<file path="src/rtl/game_pkg.sv">
// Shared types and constants for the game screen sequencer.
package game_pkg;

   typedef enum logic [2:0] {
      ST_TITLE     = 3'd0,
      ST_PLAY      = 3'd1,
      ST_LOSE      = 3'd2,
      ST_WIN       = 3'd3,
      ST_ISSUE     = 3'd4,
      ST_WAIT_DONE = 3'd5
   } state_e;

   localparam logic [3:0] SCR_START  = 4'd0;
   localparam logic [3:0] SCR_LOSE   = 4'd13;
   localparam logic [3:0] SCR_WIN    = 4'd14;
   localparam logic [1:0] LIVES_INIT = 2'd3;
   localparam logic [2:0] NUM_LEVELS = 3'd4;

   // In-play screen code: 3*level + 1 - lives (1..12 for legal level/lives).
   function automatic logic [3:0] play_screen(input logic [2:0] lv, input logic [1:0] lf);
      logic [4:0] code;
      code = 5'(lv) * 5'd3 + 5'd1 - 5'(lf);
      return code[3:0];
   endfunction

endpackage

</file>
<file path="src/rtl/event_latch.sv">
// Optional rising-edge detect plus a one-deep pending flag for one event input.
// evt_out is the live event OR'd with the pending one; the owner decides when
// to consume (take) or discard (drop) it, and when a live event may be held (arm).
module event_latch
   import game_pkg::*;
#(
   parameter bit EDGE_DETECT = 1'b0
) (
   input  logic clock,
   input  logic reset,
   input  logic evt_in,
   input  logic arm,
   input  logic take,
   input  logic drop,
   output logic evt_out
);

   logic prev_q, prev_d;
   logic pend_q, pend_d;
   logic live;

   // Live event: a level pulse, or a rising edge against the registered history.
   always_comb begin
      live   = EDGE_DETECT ? (evt_in & ~prev_q) : evt_in;
      prev_d = evt_in;
      // NOTE: every combinational output gets a default first, so no path leaves it unassigned and no latch is inferred.
      pend_d = pend_q;
      if (drop) begin
         pend_d = 1'b0;
      end else if (take) begin
         pend_d = 1'b0;
      end else if (live && arm) begin
         pend_d = 1'b1;
      end
      evt_out = live | pend_q;
   end

   // History and pending flag registers.
   always_ff @(posedge clock or negedge reset) begin
      // NOTE: state uses non-blocking assignments so every flop samples pre-edge values regardless of block order.
      if (!reset) begin
         prev_q <= 1'b0;
         pend_q <= 1'b0;
      end else begin
         prev_q <= prev_d;
         pend_q <= pend_d;
      end
   end

endmodule

</file>
<file path="src/rtl/game_screen_sequencer.sv">
// Game screen sequencer: tracks level/lives and commands the screen drawer
// with a one-cycle next pulse, waiting for the drawer to finish each redraw.
module game_screen_sequencer
   import game_pkg::*;
#(
   parameter int SETTLE_CYCLES = 2
) (
   input  logic       clock,
   input  logic       reset,
   input  logic       start,
   input  logic       miss,
   input  logic       level_clear,
   input  logic       draw_busy,
   output logic       next,
   output logic [3:0] next_screen,
   output logic [2:0] level,
   output logic [1:0] lives,
   output logic       busy
);

   localparam int CW = (SETTLE_CYCLES > 0) ? $clog2(SETTLE_CYCLES + 1) : 1;

   state_e          state_q, state_d;
   state_e          ret_q, ret_d;
   logic [2:0]      level_q, level_d;
   logic [1:0]      lives_q, lives_d;
   logic [3:0]      screen_q, screen_d;
   logic [CW-1:0]   cnt_q, cnt_d;

   logic in_redraw;
   logic start_evt, miss_evt, lc_evt;
   logic take_start, take_miss, take_lc;
   logic clear_all, lc_drop;

   assign in_redraw = (state_q == ST_ISSUE) || (state_q == ST_WAIT_DONE);

   event_latch #(.EDGE_DETECT(1'b1)) u_start (
      .clock(clock), .reset(reset), .evt_in(start), .arm(in_redraw),
      .take(take_start), .drop(clear_all), .evt_out(start_evt)
   );

   event_latch #(.EDGE_DETECT(1'b0)) u_miss (
      .clock(clock), .reset(reset), .evt_in(miss), .arm(in_redraw || (state_q == ST_PLAY)),
      .take(take_miss), .drop(clear_all), .evt_out(miss_evt)
   );

   event_latch #(.EDGE_DETECT(1'b0)) u_level_clear (
      .clock(clock), .reset(reset), .evt_in(level_clear), .arm(in_redraw || (state_q == ST_PLAY)),
      .take(take_lc), .drop(clear_all || lc_drop), .evt_out(lc_evt)
   );

   // Next-state logic: game rules in the resting states, redraw handshake otherwise.
   always_comb begin
      state_d    = state_q;
      ret_d      = ret_q;
      level_d    = level_q;
      lives_d    = lives_q;
      screen_d   = screen_q;
      cnt_d      = cnt_q;
      take_start = 1'b0;
      take_miss  = 1'b0;
      take_lc    = 1'b0;
      clear_all  = 1'b0;
      lc_drop    = 1'b0;
      case (state_q)
         ST_TITLE: begin
            if (start_evt) begin
               take_start = 1'b1;
               level_d    = 3'd1;
               lives_d    = LIVES_INIT;
               screen_d   = play_screen(3'd1, LIVES_INIT);
               ret_d      = ST_PLAY;
               state_d    = ST_ISSUE;
            end
         end
         ST_PLAY: begin
            // Miss wins over a simultaneous level_clear, which stays pending.
            if (miss_evt) begin
               take_miss = 1'b1;
               state_d   = ST_ISSUE;
               if (lives_q > 2'd1) begin
                  lives_d  = lives_q - 2'd1;
                  screen_d = play_screen(level_q, lives_q - 2'd1);
                  ret_d    = ST_PLAY;
               end else begin
                  level_d  = 3'd0;
                  lives_d  = 2'd0;
                  screen_d = SCR_LOSE;
                  ret_d    = ST_LOSE;
                  lc_drop  = 1'b1;
               end
            end else if (lc_evt) begin
               take_lc = 1'b1;
               state_d = ST_ISSUE;
               if (level_q < NUM_LEVELS) begin
                  level_d  = level_q + 3'd1;
                  screen_d = play_screen(level_q + 3'd1, lives_q);
                  ret_d    = ST_PLAY;
               end else begin
                  level_d  = 3'd0;
                  lives_d  = 2'd0;
                  screen_d = SCR_WIN;
                  ret_d    = ST_WIN;
               end
            end
         end
         ST_LOSE, ST_WIN: begin
            if (start_evt) begin
               take_start = 1'b1;
               screen_d   = SCR_START;
               ret_d      = ST_TITLE;
               state_d    = ST_ISSUE;
            end
         end
         ST_ISSUE: begin
            cnt_d   = '0;
            state_d = ST_WAIT_DONE;
         end
         ST_WAIT_DONE: begin
            // draw_busy may lag the next pulse, so it is ignored while settling.
            if (cnt_q < CW'(SETTLE_CYCLES)) begin
               cnt_d = cnt_q + 1'b1;
            end else if (!draw_busy) begin
               state_d   = ret_q;
               clear_all = (ret_q != ST_PLAY);
            end
         end
         default: state_d = ST_TITLE;
      endcase
   end

   // State, return-state and game registers.
   always_ff @(posedge clock or negedge reset) begin
      if (!reset) begin
         state_q  <= ST_TITLE;
         ret_q    <= ST_TITLE;
         level_q  <= 3'd0;
         lives_q  <= 2'd0;
         screen_q <= SCR_START;
         cnt_q    <= '0;
      end else begin
         state_q  <= state_d;
         ret_q    <= ret_d;
         level_q  <= level_d;
         lives_q  <= lives_d;
         screen_q <= screen_d;
         cnt_q    <= cnt_d;
      end
   end

   assign next        = (state_q == ST_ISSUE);
   assign busy        = in_redraw;
   assign next_screen = screen_q;
   assign level       = level_q;
   assign lives       = lives_q;

endmodule

</file>
<file path="config.mk">
export PLATFORM = sky130hd
export DESIGN_NAME = game_screen_sequencer
export DESIGN_NICKNAME = d
export VERILOG_FILES = /design/src/rtl/game_pkg.sv /design/src/rtl/event_latch.sv /design/src/rtl/game_screen_sequencer.sv
export SDC_FILE = /design/constraint.sdc
export NUM_CORES = 1
export LEC_CHECK = 0
export ABC_AREA = 1
export CAP_MARGIN = 5
export CORE_AREA = 4 4 62 64
export DETAILED_ROUTE_END_ITERATION = 8
export DIE_AREA = 0 0 66 68
export GPL_ROUTABILITY_DRIVEN = 0
export PLACE_DENSITY_LB_ADDON = 0.3
export SYNTH_ARGS = -nofsm -noshare
export SYNTH_HDL_FRONTEND = slang
export SYNTH_SLANG_ARGS = --single-unit
</file>
<file path="constraint.sdc">
create_clock -name clock -period 2.2 [get_ports clock]
set_input_delay 0.44 -clock clock [delete_from_list [all_inputs] [get_ports clock]]
set_output_delay 0.44 -clock clock [all_outputs]
set_load 0.03 [all_outputs]
</file>
[Yosys cells after proc, flatten, opt, wreduce, memory -nomap -nowiden]
Index checks and enable logic that the tools add are counted.
Storage, ports and cells
  flip-flop bits (word level): 21
  input bits: 6
  output and inout bits: 11
Operators by class
  add/sub/neg operators: 7
  multipliers: 2
  order comparisons: 3
  equality and inequality tests: 15
  multiplexer cells: 55
  bitwise operators: 5
  reduce and logical (&&, ||, !) cells: 20
Operators with widths (count)
  $mux W3: 13
  $mux W4: 6
  $mux W1: 22
  $mux W2: 8
  $reduce_and A4 Y1: 4
  $pmux W3 S4: 1
  $pmux W4 S3: 1
  $reduce_bool A3 Y1: 4
  $ne A3 B3 Y1 const B: 3
  $pmux W3 S3: 1
  $add A4 B1 Y4 const B: 2
  $mul A3 B2 Y4 const B: 2
  $ne A2 B2 Y1 const B: 4
  $pmux W2 S2: 2
  $sub A4 B2 Y4: 2
  $eq A3 B2 Y1 const B: 2
  $eq A3 B3 Y1 const B: 2
  $pmux W3 S2: 1
  $ne A2 B1 Y1 const B: 2
  $reduce_bool A2 Y1: 2
  $add A3 B1 Y3 const B: 1
  $eq A3 B1 Y1 const B: 1
  $logic_and A1 B1 Y1: 3
  $logic_not A3 Y1: 1
  other kinds (13): 17

[Longest topological paths before layout]
Gate-level depths: netlist (run 1).
  depth after elaboration: 8
  mapped depth: 13
  depth with buffers taken out: 13

[By module]
Synthesis (run 1) repeated with hierarchy kept, for this count alone.
Unflattened totals
  cell total of the unflattened synthesis: 208
  area, all modules: 1564.0 sq um
Modules (own cells, without submodules)
  game_screen_sequencer: times used 1, cells each 181, area an instance 1353.8 sq um, sequential area each 400.4 sq um
  event_latch (u_level_clear ...): times used 2, cells each 8, area an instance 61.3 sq um, sequential area each 25.0 sq um
  event_latch (u_start): times used 1, cells each 11, area an instance 87.6 sq um, sequential area each 50.0 sq um

[Least setup slack after synthesis (run 1)]
No wires, ideal clock.
  kind: flip-flop to flip-flop
  start point: register level_q[1], in the netlist level[1]
  end point: register screen_q[3], in the netlist next_screen[3]
  arrival time: 2.190 ns
  data required time: 2.081 ns
  setup slack: -0.108 ns
  stages on the path, launching flop included: 10
  path through: dfrtp_1 ha_1 ha_1 ha_1 ha_1 or2_2 nand3_1 nand3_1 nand2_1 o21ai_2
Between the ends
  word-level cells in the longest chain between the ends: 8
  elaborated cells between the ends (all ways): 13
  those cells by class: add/sub: 5; mul: 2; order compare: 1; mux: 5
Ends and longest elaborated chain
  start, declared: line game_screen_sequencer.sv:25  | logic [2:0] level_q, level_d;
  start signal, assigned: line game_screen_sequencer.sv:144  | level_q <= level_d;
  $add A3 B1 Y3: line game_screen_sequencer.sv:97  | screen_d = play_screen(level_q + 3'd1, lives_q);
  $mul A3 B2 Y4: line game_pkg.sv:22  | code = 5'(lv) * 5'd3 + 5'd1 - 5'(lf);
  $add A4 B1 Y4: line game_pkg.sv:22
  $sub A4 B2 Y4: line game_pkg.sv:22
  $mux W4: line game_screen_sequencer.sv:95  | if (level_q < NUM_LEVELS) begin
  $mux W4: line game_screen_sequencer.sv:92  | end else if (lc_evt) begin
  $mux W4 *: line game_screen_sequencer.sv:78  | if (miss_evt) begin
  $pmux W4 S3 *: line game_screen_sequencer.sv:65  | case (state_q)
  end signal, assigned: line game_screen_sequencer.sv:146  | screen_q <= screen_d;
  end, declared: line game_screen_sequencer.sv:27  | logic [3:0] screen_q, screen_d;
Every way passes the cells marked *; elsewhere a longest branch is shown, timed or not. The select of a mux whose other input is x is not followed.
A chain may end at the register's enable or synchronous reset.

[Worst setup path after layout (run 1)]
Same ends and word-level chain as after synthesis.

==> flow_summary.toml, run 1 <==
[sta]
finalSetupViolCount = 0
tightest_slew_ns = 0.373
fin_hold_ws_ns = 0.455
relSlewSlack_pct = 75.0
finalClockSkew_ns = 0.0108
fmax_mhz = 473
hold_violations = 0
slew_viol_final = 0
period_share_pct = 96.1
finalCriticalPeriod_ns = 2.11

[worst_setup_path]
required_ns = 2.44
startpoint = "level[1]"
critPathLaunchType = "flip-flop"
rr_startpoint = "level[1]"
critical_path_class = "reg -> reg"
end_kind = "flip-flop"
cp_max_fo = 2
crit_arrival_ns = 2.35

[power]
p_leak_nw = 0.911
p_sw_share_pct = 48.9
seqPwrFrac_pct = 19.8
finalPower_mw = 3.08
peakVddDrop_uv = 912
internal_power_mw = 1.57
combPwrFrac_pct = 70.2
power.share.clock_pct = 10.0
powerDensity_mw_per_mm2 = 1660
p_sw_mw = 1.50

[logic_synthesis]
ys.flop_type = "dfrtp_1"
synth.ff_latch_count = 20
synthTopCellsByArea = "dfrtp_1, ha_1, nand2_1"
yosysTopAreaCellShare_pct = 33.1
yosys_warnings = 0
syn_inst = 198
avgSynthCellArea_um2 = 7.64
async_flop_share_pct = 100
syn_nets = 223
seq_area_frac_synth_pct = 33.1
synth_area_mm2 = 0.00151
synth_top_area_cell = "dfrtp_1"
synth-edff-count = 0
ys_types = 30

[die]
die_x_um = 66
die_area_mm2 = 0.00449
io_pins = 17
die_h_um = 68
core_mm2 = 0.00328
row_count = 21
start_util_pct = 46.1

[cts]
cts_buffers = 3
htreeDepth = 1
cts_root_buffer = "clkbuf_4"
clk_latency_ns = 0.31
clkTransAtPathRegs_ns = 0.13
clockBufferDepth = 2
cts_num_sinks = 20
cts_tree = "done"

[finish]
final_core_utilization_pct = 56.6
seqCellArea_um2 = 503
fill_cells = 311
antenna_cells = 0
syn_to_final_growth_pct = 22.9
finish.instance_area_mm2 = 0.00186
layout_common_cells = "nand2_1, inv_1, dfrtp_1"
multi_input_area_um2 = 897
finalNonFillerCells = 268
final_common_cell = "nand2_1"
layout.nets = 248
drive_gt1_share_pct = 16.7

[grt]
antenna_found_initial = 0
overflow = 0
grt_max_degree = 21
track_usage_pct = 15.6
grt_pass1_wl_um = 5350
grt_pass1_vias = 1211

[placed_design]
dp_cells = 262
portBuffers = 16
placed_area_mm2 = 0.00175
dp_hpwl_um = 2540

[run]
max-cap-violations = 0

[routing]
routed_wl_um = 3270
ant_nets = 0
vias_per_cell = 4.95
drtIter0Drc = 89
drt_pre_antenna_iters = 4
wl_per_cell_um = 12.2
drc_errors = 0
num_vias = 1326

[hold_path]
hp-class = "in -> async"

[run_status]
status = "finished clean"
==> cell usage after synthesis (2+ instances only) <==
cell type and n:
inv_1 33, o21ai_2 5, o21ai_1 6, xor2_1 2
fa_1 2, buf_6 2, ha_1 17, nor2_2 6
nor3_1 3, nand2_1 44, a21oi_1 7, dfrtp_1 20
nand3_1 9, o21ai_0 8, inv_2 3, nor2_1 15
nand2_2 3
==> stage by stage <==
step	setup TNS, ns	setup slack (ns)
floorplan	0	0.00844
global placement	0	0.0744
detailed placement	0	0.00917
CTS	0	0.00254
global route	-0.0208	-0.0205
finish	0	0.0864
==> final timing paths <==
path | end | slack, ns | cells after the start
max | next_screen[3] | 0.09 | 10
max reg2reg | next_screen[3] | 0.09 | 10
min in group clock | next_screen[1] | 0.49 | 2
max in group asynchronous | level[0] | 1.51 | 2
min | level[2] | 0.46 | 2
min reg2reg | next_screen[1] | 0.49 | 2
==> what timing repair did <==
item                       4_1_cts  5_1_grt
setup buffers                    2        0
hold buffers                     0        0
cloned                           0        0
gates resized for setup          1        4
pin swaps                        0        1
setup endpoints to repair        2        3
==> power groups by stage <==
stage	sequential, mW	combinational [mW]	clock (mW)
finish	0.610	2.16	0.308
global route	0.630	2.42	0.329
CTS	0.611	2.07	0.316
detailed placement	0.626	2.03	0
global placement	0.619	2.00	0
floorplan	0.742	1.39	0
==> worst max-delay path, cell delays in order, from the launching register on <==
cell and delay (ns):
dfrtp_2 0.45, ha_4 0.16, ha_1 0.30, ha_4 0.29
ha_4 0.19, or2_2 0.28, nand2_1 0.08, nand2_1 0.05
nand3_1 0.07, nand2_1 0.07, o21ai_2 0.11
==> area by class of cell <==
type,count,area share [%]
clock buffer,3,1.21
inverter,36,7.27
sequential,20,27.1
timing repair buffer,23,11.5
tap,46,3.10
clock inverter,1,1.62
multi-input combinational,139,48.3
==> state kept, by name, indices dropped and copies added (netlist names) <==
| name | cells |
|---|---|
| next_screen | 4 |
| state_q | 3 |
| ret_q | 2 |
| u_start.pend_q | 1 |
| u_start.prev_q | 1 |
| u_level_clear.pend_q | 1 |
| lives | 2 |
| cnt_q | 2 |
| u_miss.pend_q | 1 |
| level | 3 |
==> kinds of logic after synthesis <==
| kind of cell | share of synthesized area (%) |
|---|---|
| AND/OR/NAND/NOR | 25.2 |
| buffers and inverters | 10.9 |
| AO/OA/AOI/OAI | 12.3 |
| flip-flops | 33.1 |
| adder cells (fa/ha/maj) | 16.7 |
| XOR/XNOR | 1.74 |
==> layer usage <==
| layer | GRT usage [%] | vias to the layer above | routed length [um] |
|---|---|---|---|
| met1 | 19.6 | 616 | 1480 |
| met3 | 2.96 | 2 | 141 |
| li1 | - | 676 | - |
| met2 | 28.2 | 32 | 1620 |
| met5 | 0 | - | 0 |
| met4 | 3.05 | 0 | 27 |
(Power assumes the default switching activity.)
==> run 2, diff against run 1 <==
--- a/config.mk
+++ b/config.mk
@@ -7,9 +7,9 @@
 export LEC_CHECK = 0
 export ABC_AREA = 1
 export CAP_MARGIN = 5
-export CORE_AREA = 4 4 62 64
+export CORE_AREA = 8 8 65 67
 export DETAILED_ROUTE_END_ITERATION = 8
-export DIE_AREA = 0 0 66 68
+export DIE_AREA = 0 0 73 75
 export GPL_ROUTABILITY_DRIVEN = 0
 export PLACE_DENSITY_LB_ADDON = 0.3
 export SYNTH_ARGS = -nofsm -noshare
==> flow_summary.toml, run 2 (synthesis gave the netlist of run 1 again) <==
[worst_setup_path]
critical_path_class = "reg -> reg"
end_kind = "flip-flop"
rr_startpoint = "level[0]"
crit_arrival_ns = 2.39
cp_max_fo = 4
r2r_slack_ns = 0.05
reg2reg_to = "next_screen[3]"
worstRegToRegCells = 10
critPathLaunchType = "flip-flop"
required_ns = 2.44

[sta]
period_share_pct = 97.6
relSlewSlack_pct = 68.8
rsz0062_at_grt = "false"
fin_hold_ws_ns = 0.458
final.setup.tns_ns = 0
hold_violations = 0
slew_viol_final = 0
fmax_mhz = 465
finalClockSkew_ns = 0.0120
tightest_slew_ns = 0.465
finalSetupViolCount = 0
finalCriticalPeriod_ns = 2.15
setup_ws_ns = 0.0517

[cts]
cts_buffers = 3
cts_tree = "done"
cts_root_buffer = "clkbuf_4"
clockBufferDepth = 2
ctsHoldBuffers = 0
htreeDepth = 1
clk_latency_ns = 0.31
clkTransAtPathRegs_ns = 0.13
cts_num_sinks = 20

[finish]
largest_reg_flops = 4
finish.instance_area_mm2 = 0.00186
antenna_cells = 0
finalNonFillerCells = 268
drive_gt1_share_pct = 17.1
final_core_utilization_pct = 57.5
layout_common_cells = "nand2_1, inv_1, dfrtp_1"
syn_to_final_growth_pct = 22.7
layout.nets = 248
final_common_cell = "nand2_1"

[die]
io_pins = 17
die_area_mm2 = 0.00548
die_h_um = 75
row_count = 21
core_mm2 = 0.00323
die_x_um = 73
start_util_pct = 46.8

[power]
power.share.clock_pct = 9.8
peakVddDrop_uv = 994
p_sw_share_pct = 48.8
p_leak_nw = 0.901
seqPwrFrac_pct = 20.3
powerDensity_mw_per_mm2 = 1670
p_sw_mw = 1.51
combPwrFrac_pct = 69.8
internal_power_mw = 1.59
finalPower_mw = 3.10

[grt]
track_usage_pct = 13.2
grt_pass1_wl_um = 5640
overflow = 0
grt_max_degree = 21
grt_pass1_vias = 1297
antenna_found_initial = 0

[placed_design]
dp_cells = 262
dp_hpwl_um = 2660
placed_area_mm2 = 0.00175
pre_cts_ws_ns = 0.0273
portBuffers = 16

[routing]
ant_nets = 0
drc_errors = 0
drt_pre_antenna_iters = 4
vias_per_cell = 4.83
drtIter0Drc = 76
routed_wl_um = 3410
num_vias = 1294
wl_per_cell_um = 12.7

[hold_path]
hp-class = "in -> async"

[run_status]
status = "finished clean"

[run]
max-cap-violations = 0
run 2: cell count changes in the layout (fill, tap and decap cells not counted):
cell,previous run,this run
inv_1,33,32
dlymetal6s2s_1,1,0
inv_2,3,4
clkdlybuf4s50_1,14,15
run 2: power groups by stage:
stage | Sequential, mW | Clock (mW) | Combinational (mW)
floorplan | 0.742 | 0 | 1.39
global placement | 0.636 | 0 | 1.98
detailed placement | 0.643 | 0 | 2.02
CTS | 0.629 | 0.315 | 2.06
global route | 0.652 | 0.329 | 2.46
finish | 0.632 | 0.304 | 2.17
run 2: worst max path at each step:
stage,start,to
floorplan,level[1],next_screen[3]
global placement,level[0],next_screen[3]
detailed placement,level[0],next_screen[3]
CTS,level[0],next_screen[3]
global route,lives[0],next_screen[3]
finish,level[0],next_screen[3]
run 2: repair_timing:
item                       CTS  global route
gates resized for setup      1             4
setup buffers                2             0
setup endpoints to repair    2             2
run 2: layout make-up:
class / count / area [um2]
Clock buffer: 3 / 22.5
Tap cell: 46 / 57.6
Inverter: 36 / 135
Sequential cell: 20 / 503
Clock inverter: 1 / 30.0
Timing Repair Buffer: 23 / 211
Fill cell: 303 / 1380
Multi-Input combinational cell: 139 / 897
run 2: worst max-delay path, stage by stage (launching register included):
cell and delay [ns]:
dfrtp_2 0.46, ha_4 0.17, ha_1 0.27, ha_1 0.33, ha_4 0.23, or2_2 0.28, nand2_1 0.08, nand2_1 0.06
nand3_1 0.06, nand2_1 0.06, o21ai_2 0.10
run 2: metal layers:
metal / GRT usage [%] / share of wire [%] / up-vias
met3: 3.20 / 2.8 / 6
li1: - / - / 674
met5: 0 / 0 / -
met2: 23.4 / 50 / 20
met4: 3.56 / 1.6 / 0
met1: 15.5 / 45 / 594
==> run 3, diff against run 2 <==
==> constraint.sdc (replaced) <==
create_clock -name clock -period 1.75 [get_ports clock]
set_input_delay 0.35 -clock clock [delete_from_list [all_inputs] [get_ports clock]]
set_output_delay 0.35 -clock clock [all_outputs]
set_load 0.03 [all_outputs]
==> flow_summary.toml, run 3 (synthesis gave the netlist of run 1 again) <==
[run_status]
status = "finished with violations"
violations = "setup timing"

[finish]
antenna_cells = 0
seqCellArea_um2 = 507
syn_to_final_growth_pct = 33.6
finalNonFillerCells = 279
largest_reg_flops = 4
layout_common_cells = "nand2_1, inv_1, buf_4"
layout.nets = 259
final_common_cell = "nand2_1"
fill_cells = 289
multi_input_area_um2 = 973
drive_gt1_share_pct = 29.2

[die]
die_h_um = 75
die_x_um = 73
start_util_pct = 46.8
row_count = 21
die_area_mm2 = 0.00548
io_pins = 17
core_mm2 = 0.00323

[routing]
num_vias = 1369
vias_per_cell = 4.91
drtIter0Drc = 48
routed_wl_um = 3710
wl_per_cell_um = 13.3
drt_pre_antenna_iters = 4
ant_nets = 0
drc_errors = 0

[cts]
clockBufferDepth = 2
cts_tree = "done"
cts_num_sinks = 20
cts_root_buffer = "clkbuf_4"
ctsHoldBuffers = 0
clk_latency_ns = 0.32
htreeDepth = 1
cts_buffers = 3
clkTransAtPathRegs_ns = 0.13

[grt]
overflow = 0
track_usage_pct = 15.0
use_met1_pct = 16.3
gr-usage-met3_pct = 2.66
grt_max_degree = 21
globalRouteMet2Util_pct = 26.9
antenna_found_initial = 0
grt_pass1_vias = 1461
grt-busiest-layer = "met2"
grt_pass1_wl_um = 6410

[sta]
rsz0062_at_grt = "true"
fmax_mhz = 516
finalClockSkew_ns = 0.00735
relSlewSlack_pct = 78.3
setup_ws_ns = -0.188
finalCriticalPeriod_ns = 1.94
slew_viol_final = 0
hold_violations = 0
tightest_slew_ns = 0.325
period_share_pct = 111
finalSetupViolCount = 3

[worst_setup_path]
critPathLaunchType = "flip-flop"
crit_path_end = "next_screen[3]"
cp_max_fo = 4
worstRegToRegCells = 10
rr_startpoint = "level[0]"
startpoint = "level[0]"
reg2reg_to = "next_screen[3]"
crit_arrival_ns = 2.20
r2r_slack_ns = -0.19
end_kind = "flip-flop"
required_ns = 2.01
critical_path_class = "reg -> reg"

[power]
p_leak_nw = 1.00
peakVddDrop_uv = 1030
powerDensity_mw_per_mm2 = 2100

[placed_design]
dp_hpwl_um = 2860
portBuffers = 16
dp_cells = 274
pre_cts_ws_ns = -0.207

[hold_path]
hp-class = "in -> async"

[run]
max-cap-violations = 0
## run 3: worst min path at each step
stage / end / start
3_3_place_gp: next_screen[0] / next_screen[0]
6_report: state_q[0] / reset
2_1_floorplan: cnt_q[0] / reset
3_5_place_dp: next_screen[0] / next_screen[0]
4_1_cts: state_q[0] / reset
5_1_grt: state_q[0] / reset
## run 3: report_power, final
part           total (mW)  internal [mW]  switching (mW)  leakage, nW
clock network       0.400          0.232           0.168       0.0279
registers           0.818          0.650           0.167        0.242
logic                3.03           1.29            1.74        0.733
## run 3: repair_timing
item,CTS,global route
endpoints found under the setup margin,10,10
setup buffers,1,0
pin swaps,5,4
resized for setup,15,7
## run 3: layout make-up
cell class,instances,area share [%]
clock inverters,1,1.49
inverters,36,6.93
well taps,46,2.85
multi-input cells,139,48.2
clock buffers,3,1.11
flip-flops and latches,20,25.1
repair buffers,34,14.4
## run 3: stage by stage
step	hold WS [ns]	power, mW	util (%)	TNS (ns)	cell area, um2
finish	0.360	4.25	62.5	-0.448	2020
floorplan	0.0544	2.93	-	-0.550	1620
CTS	0.370	4.19	62.1	-0.505	2010
detailed placement	0.465	3.76	59.8	-0.500	1930
global route	0.385	4.64	62.5	-0.955	2020
global placement	0.468	3.67	59.8	-0.410	1930
## run 3: routing by layer
| layer | up-vias | part of all wire (%) |
|---|---|---|
| li1 | 694 | - |
| met1 | 648 | 43 |
| met2 | 20 | 52 |
| met3 | 7 | 2.5 |
| met4 | 0 | 1.9 |
| met5 | - | 0 |
## run 3: critical path: stages (launching register included)
cell and delay [ns]:
dfrtp_2 0.48, ha_4 0.18, ha_4 0.21, ha_4 0.27
ha_4 0.19, or2_4 0.23, nand2_2 0.05, nand2_1 0.04
nand3_1 0.07, nand2_1 0.06, o21ai_2 0.10
